## config.mk

```make
export PLATFORM = sky130hd
export DESIGN_NAME = adder_arb
export DESIGN_NICKNAME = d
export VERILOG_FILES = /design/src/rtl/adder_arb_pkg.sv /design/src/rtl/adder_arb_cla32.sv /design/src/rtl/adder_arb.sv
export SDC_FILE = /design/constraint.sdc
export NUM_CORES = 1
export LEC_CHECK = 0
export ABC_AREA = 1
export BUFFER_PORTS_ARGS = -buffer_cell sky130_fd_sc_hd__buf_2
export CORE_MARGIN = 2
export CORE_UTILIZATION = 56
export CTS_CLUSTER_DIAMETER = 30
export DETAILED_ROUTE_END_ITERATION = 12
export HOLD_SLACK_MARGIN = 0.1
export PLACE_DENSITY = 0.86
export RECOVER_POWER = 100
export SYNTH_ARGS = -nofsm -noshare
export SYNTH_HDL_FRONTEND = slang
export SYNTH_SLANG_ARGS = --single-unit
```

## constraint.sdc

```tcl
create_clock -name clk -period 5.9 [get_ports clk]
set_input_delay 0.59 -clock clk [delete_from_list [all_inputs] [get_ports clk]]
set_output_delay 0.59 -clock clk [all_outputs]
set_load 0.01 [all_outputs]
```

## src/rtl/adder_arb_pkg.sv

```systemverilog
// Shared constants and FSM encoding for the two-requester arbitrated adder.
package adder_arb_pkg;
    localparam int OP_W = 32;

    typedef enum logic [1:0] {
        IDLE = 2'd0,
        LOAD = 2'd1,
        ADD  = 2'd2,
        RESP = 2'd3
    } state_t;
endpackage

```

## src/rtl/adder_arb_cla32.sv

```systemverilog
// 32-bit carry-lookahead adder: 4-bit lookahead groups chained by group carry.
module cla32
    import adder_arb_pkg::*;
(
    input  logic [OP_W-1:0] a,
    input  logic [OP_W-1:0] b,
    input  logic            ci,
    output logic [OP_W-1:0] s,
    output logic            co
);
    logic [OP_W-1:0] g;
    logic [OP_W-1:0] p;
    logic [OP_W:0]   c;

    assign g = a & b;
    assign p = a ^ b;

    always_comb begin
        c = '0;
        c[0] = ci;
        for (int k = 0; k < OP_W / 4; k++) begin
            c[4*k+1] = g[4*k] | (p[4*k] & c[4*k]);
            c[4*k+2] = g[4*k+1] | (p[4*k+1] & g[4*k])
                     | (p[4*k+1] & p[4*k] & c[4*k]);
            c[4*k+3] = g[4*k+2] | (p[4*k+2] & g[4*k+1])
                     | (p[4*k+2] & p[4*k+1] & g[4*k])
                     | (p[4*k+2] & p[4*k+1] & p[4*k] & c[4*k]);
            c[4*k+4] = g[4*k+3] | (p[4*k+3] & g[4*k+2])
                     | (p[4*k+3] & p[4*k+2] & g[4*k+1])
                     | (p[4*k+3] & p[4*k+2] & p[4*k+1] & g[4*k])
                     | (p[4*k+3] & p[4*k+2] & p[4*k+1] & p[4*k] & c[4*k]);
        end
    end

    assign s  = p ^ c[OP_W-1:0];
    assign co = c[OP_W];
endmodule

```

## src/rtl/adder_arb.sv

```systemverilog
// Two-requester arbiter sharing one cla32; FAIR selects round-robin or fixed priority.
module adder_arb
    import adder_arb_pkg::*;
#(
    parameter bit FAIR = 1'b1
) (
    input  logic            clk,
    input  logic            reset,
    input  logic            req0,
    input  logic [OP_W-1:0] a0,
    input  logic [OP_W-1:0] b0,
    input  logic            ci0,
    output logic            ack0,
    input  logic            req1,
    input  logic [OP_W-1:0] a1,
    input  logic [OP_W-1:0] b1,
    input  logic            ci1,
    output logic            ack1,
    output logic [OP_W-1:0] s,
    output logic            co,
    output logic            owner,
    output logic            busy,
    output state_t          state_dbg
);
    // Four-phase handshake per requester: raise req with operands stable, ack
    // rises with s/co valid and holds while req stays high, drop req, ack falls
    // on the next edge. The non-owner waits until the FSM is back in IDLE.
    state_t          state, state_nxt;
    logic            last_owner;
    logic [OP_W-1:0] op_a, op_b;
    logic            op_ci;
    logic [OP_W-1:0] sum;
    logic            carry;
    logic            win, tie_win, req_own;
    logic            grant_en, load_en, add_en, done_en;

    assign tie_win   = FAIR ? ~last_owner : 1'b0;
    assign win       = req0 ? (req1 ? tie_win : 1'b0) : 1'b1;
    assign req_own   = owner ? req1 : req0;
    assign busy      = (state != IDLE);
    assign state_dbg = state;

    always_comb begin
        state_nxt = state;
        grant_en  = 1'b0;
        load_en   = 1'b0;
        add_en    = 1'b0;
        done_en   = 1'b0;
        case (state)
            IDLE: if (req0 | req1) begin
                grant_en  = 1'b1;
                state_nxt = LOAD;
            end
            LOAD: begin
                load_en   = 1'b1;
                state_nxt = ADD;
            end
            ADD: begin
                add_en    = 1'b1;
                state_nxt = RESP;
            end
            RESP: if (!req_own) begin
                done_en   = 1'b1;
                state_nxt = IDLE;
            end
            default: state_nxt = IDLE;
        endcase
    end

    always_ff @(posedge clk or posedge reset) begin
        if (reset) state <= IDLE;
        else       state <= state_nxt;
    end

    cla32 u_cla32 (
        .a  (op_a),
        .b  (op_b),
        .ci (op_ci),
        .s  (sum),
        .co (carry)
    );

    // last_owner resets to 1 so requester 0 wins the first tie.
    always_ff @(posedge clk or posedge reset) begin
        if (reset) begin
            owner      <= 1'b0;
            last_owner <= 1'b1;
            op_a       <= '0;
            op_b       <= '0;
            op_ci      <= 1'b0;
            s          <= '0;
            co         <= 1'b0;
            ack0       <= 1'b0;
            ack1       <= 1'b0;
        end else begin
            if (grant_en) owner <= win;
            if (load_en) begin
                op_a  <= owner ? a1 : a0;
                op_b  <= owner ? b1 : b0;
                op_ci <= owner ? ci1 : ci0;
            end
            if (add_en) begin
                s    <= sum;
                co   <= carry;
                ack0 <= ~owner;
                ack1 <= owner;
            end
            if (done_en) begin
                ack0       <= 1'b0;
                ack1       <= 1'b0;
                last_owner <= owner;
            end
        end
    end
endmodule
```

==> flow_results.org <==
** Outcome
- The run finished, with violations left.
- Violated checks :: max-capacitance violations, max-slew violations

** Power
- Worst ir drop on vdd :: 255 uV
- Leakage power of the design :: 0.00337 uW
- Cell area power density :: 646 mW/mm^2

** Clock network
- Counting the buffers created by CTS gives 9.
- Skew-Pair Late Insertion Delay :: 0.36 ns
- Clock-pin slew was measured on the worst setup and hold paths at 0.10 ns.
- After clock tree synthesis, the setup repair step added 0 buffers.
- CTS placed an instance of sky130_fd_sc_hd__clkbuf_8 at the clock tree root.
- CTS max path bufs :: 2
- The number of gates resized after CTS was 0.
- H-Tree Depth :: 3
- CTS saw roughly 100 sinks.
- CTS tree :: built
- Hold repair after CTS inserted 0 buffers.

** Worst setup path
- Reg-to-reg critical path endpoint :: state_dbg[0]
- The startpoint identified for the worst register-to-register timing path is owner.
- STA classifies the critical path startpoint as a register.
- Data arrives at the worst endpoint at 3.05 ns.
- The worst setup path is captured at an output pin.
- Setup slack on the worst reg-to-reg path comes out at about 2.3 ns.
- Reg2Reg Depth :: 5
- Critical setup path kind :: reg -> out
- Maximum fanout encountered on the critical timing path :: slightly below 70
- Required time worst endpoint :: ~5.3 ns

** Logic synthesis
- Biggest area contributors in the synthesized netlist :: sky130_fd_sc_hd__dfrtp_1, sky130_fd_sc_hd__nand2_1, sky130_fd_sc_hd__ha_1
- Synthesis produced a netlist whose cell count is 696.
- Flip-flop cell with the highest count after synthesis :: sky130_fd_sc_hd__dfrtp_1
- After synthesis, the largest area contributor takes up 45.0% of total cell area.
- Counting flops with a built-in enable in the synthesized netlist gives 0.
- Summed over all instances, the cell type with the most area after synthesis is sky130_fd_sc_hd__dfrtp_1.
- Synthesized area per cell :: 8.23 sq um
- Fraction of the yosys area taken by sequential cells :: a little under half
- Proportion of register bits with asynchronous set or reset after synthesis :: 100%
- The Yosys step of the flow raised 0 warnings.
- Synthesis produced a netlist with a net count of 874.
- Yosys mapped the design onto 32 distinct sky130hd cell types.
- In the post-synthesis netlist, the cell with the most instances is sky130_fd_sc_hd__nand2_1.
- List of most frequent post-synthesis cells :: sky130_fd_sc_hd__nand2_1, sky130_fd_sc_hd__dfrtp_1, sky130_fd_sc_hd__nor2_1, sky130_fd_sc_hd__a31oi_1, sky130_fd_sc_hd__ha_1
- Netlist area before placement :: between 0.005 and 0.006 sq mm
- Register bit count reported by yosys :: roughly 100

** Min path
- Min-Delay Endpoint :: op_b[25]
- Hold crit path type :: in -> reg
- The worst hold path begins at b0[25].
- Counting instances, the worst hold path has a depth of 3.

** Floorplan
- Die Y :: 105 microns
- The floorplan step defined a die boundary enclosing 0.0111 sq mm.
- Measured along the x axis, the die boundary spans 105 microns.
- The floorplan step defined a core boundary enclosing 0.00986 sq mm.
- After floorplanning, the core was divided into 36 placement rows.
- Once the floorplan was initialized, standard cells occupied 58.1% of the core.
- During I/O placement, the number of pins put on the boundary was 173.

** Place
- The wire-length estimate of the detail-placed layout is 10.1 mm.
- At the end of routability-driven placement, the weighted congestion stood at 0.820.
- Port buffering added 172 buffers.
- Once placement completed, the tool counted placed cells totaling between 900 and 1000.
- Once placement finished, the instance area stood at 0.00667 sq mm.

** Detailed routing
- Detailed-router iteration count before antenna repair :: 5
- Avg Vias per Cell :: 5.43
- The detailed router placed between 5000 and 6000 vias in this run.
- The detailed router finished its first iteration with 372 violations.
- # DRC :: 0
- The routed design has 14.1 mm of wire.
- In the final routed layout, each cell accounts on average for roughly 14 microns.
- Post-route antenna net violation count :: 0

** Timing
- RSZ-0062 raised after global routing :: no
- Summed over all failing endpoints, the final setup total negative slack is 0 ns.
- In the finished design, the share of the clock period the worst path needs comes to 61.7%.
- Final number of setup-violating endpoints :: 0
- Slew Limit Fails :: around 220
- The number of hold violations in the final report is 0.
- Max transition margin :: -95.8%
- Static timing analysis puts the maximum clock frequency at 0.275 GHz.
- Final critical-path required period :: 3.64 ns
- For the pin with the worst max-slew slack, the measured transition is 2.94 ns.
- Between clock sinks in the finished design, the worst skew comes to 0.00633 ns.
- WHS :: 0.465 ns

** Final layout
- Cell area after layout :: 0.00679 sq mm
- Number of standard cells in the layout, taps in and fillers out :: 985
- In the final design database the tool counted 1025 nets.
- In the final layout, the share of cells above drive strength 1 is 20.0%.
- Number of diodes added for antenna fixing :: 0
- Relative to the synthesized area, the layout overhead comes to 18.4%.

** Global route
- The first global-routing pass estimated 23.8 mm of wire.
- The number of antenna violations at the first check in global routing is 0.
- Across every metal layer, demand over resource in global routing totals 26.4%.
- The via count of the first global-routing pass was ~5200.
- Largest net degree at the start of global routing :: 77
- Global routing finished with a remaining overflow of 0.

** Job
- Max-cap violations in this run came to 3.
worst max-delay path by stage:
stage	cells after the start	from	slack, ns	endpoint
after floorplan	1	reset	2.58	ack0
after global placement	6	state_dbg[0]	3.19	s[21]
after detailed placement	6	state_dbg[0]	3.08	s[9]
after CTS	5	state_dbg[0]	3.05	s[9]
after global routing	6	owner	1.78	ack1
final	2	owner	2.26	owner
flip-flops by register name (all words and copies together), names as in the netlist:
signal / count
ack1: 1
op_ci: 1
op_a: 32
op_b: 32
last_owner: 1
owner: 1
ack0: 1
s: 32
state_dbg: 2
co: 1
power by group:
part | leakage [uW] | switching [uW] | internal (uW)
clock | 0.000107 | 240 | 221
sequential | 0.00119 | 253 | 1090
combinational | 0.00207 | 1590 | 990
layout by cell type (no fill, tap or decap), drive strengths merged:
cell type  count
a211oi         1
a21o           1
a21oi         19
a31oi         64
a32o           1
and3           1
buf          134
bufinv         1
clkbuf        54
clkinv         5
clkinvlp       1
dfrtp        103
dfstp          1
fa             8
ha            36
inv           32
nand2        231
nand3         25
nand4          1
nor2          81
nor3           5
o21ai         27
o22ai          3
o31ai          1
or2            1
xnor2          9
xor2           6
cell type report:
class / instances / area (sq um)
clock buffers: 12 / 155
fillers: 804 / 3080
repair buffers: 176 / 832
inverters: 35 / 133
clock inverters: 4 / 52.6
flip-flops and latches: 104 / 2610
well taps: 133 / 166
multi-input cells: 521 / 2840
kinds of logic after synthesis:
family	synth area share (%)
compound gates	12.0
xor+xnor	2.29
fa+ha+maj	10.7
buf+inv	4.67
flops	45.4
simple gates	25.0
routing by layer:
metal	wire, microns	global-route usage [%]	share of wire (%)
met3	939	5.49	6.6
met1	6120	33.7	43
met2	6860	45.1	48
met5	0	0	0
met4	223	8.29	1.6
metrics by stage:
| stage | util (%) | setup WS (ns) | power (uW) |
|---|---|---|---|
| 4_1_cts | 69.7 | 3.05 | 4430 |
| 3_3_place_gp | 67.6 | 3.19 | 3790 |
| 6_report | 68.8 | 2.26 | 4380 |
| 5_1_grt | 68.8 | 1.78 | 4810 |
| 2_1_floorplan | - | 2.58 | 3250 |
| 3_5_place_dp | 67.6 | 3.08 | 3940 |
critical path, cell delays in order (launching register included):
cell                       delay [ns]
sky130_fd_sc_hd__dfrtp_2         0.36
sky130_fd_sc_hd__clkbuf_1        2.06
sky130_fd_sc_hd__clkbuf_1        0.25
Note: power is estimated with default switching activity, not from simulation.
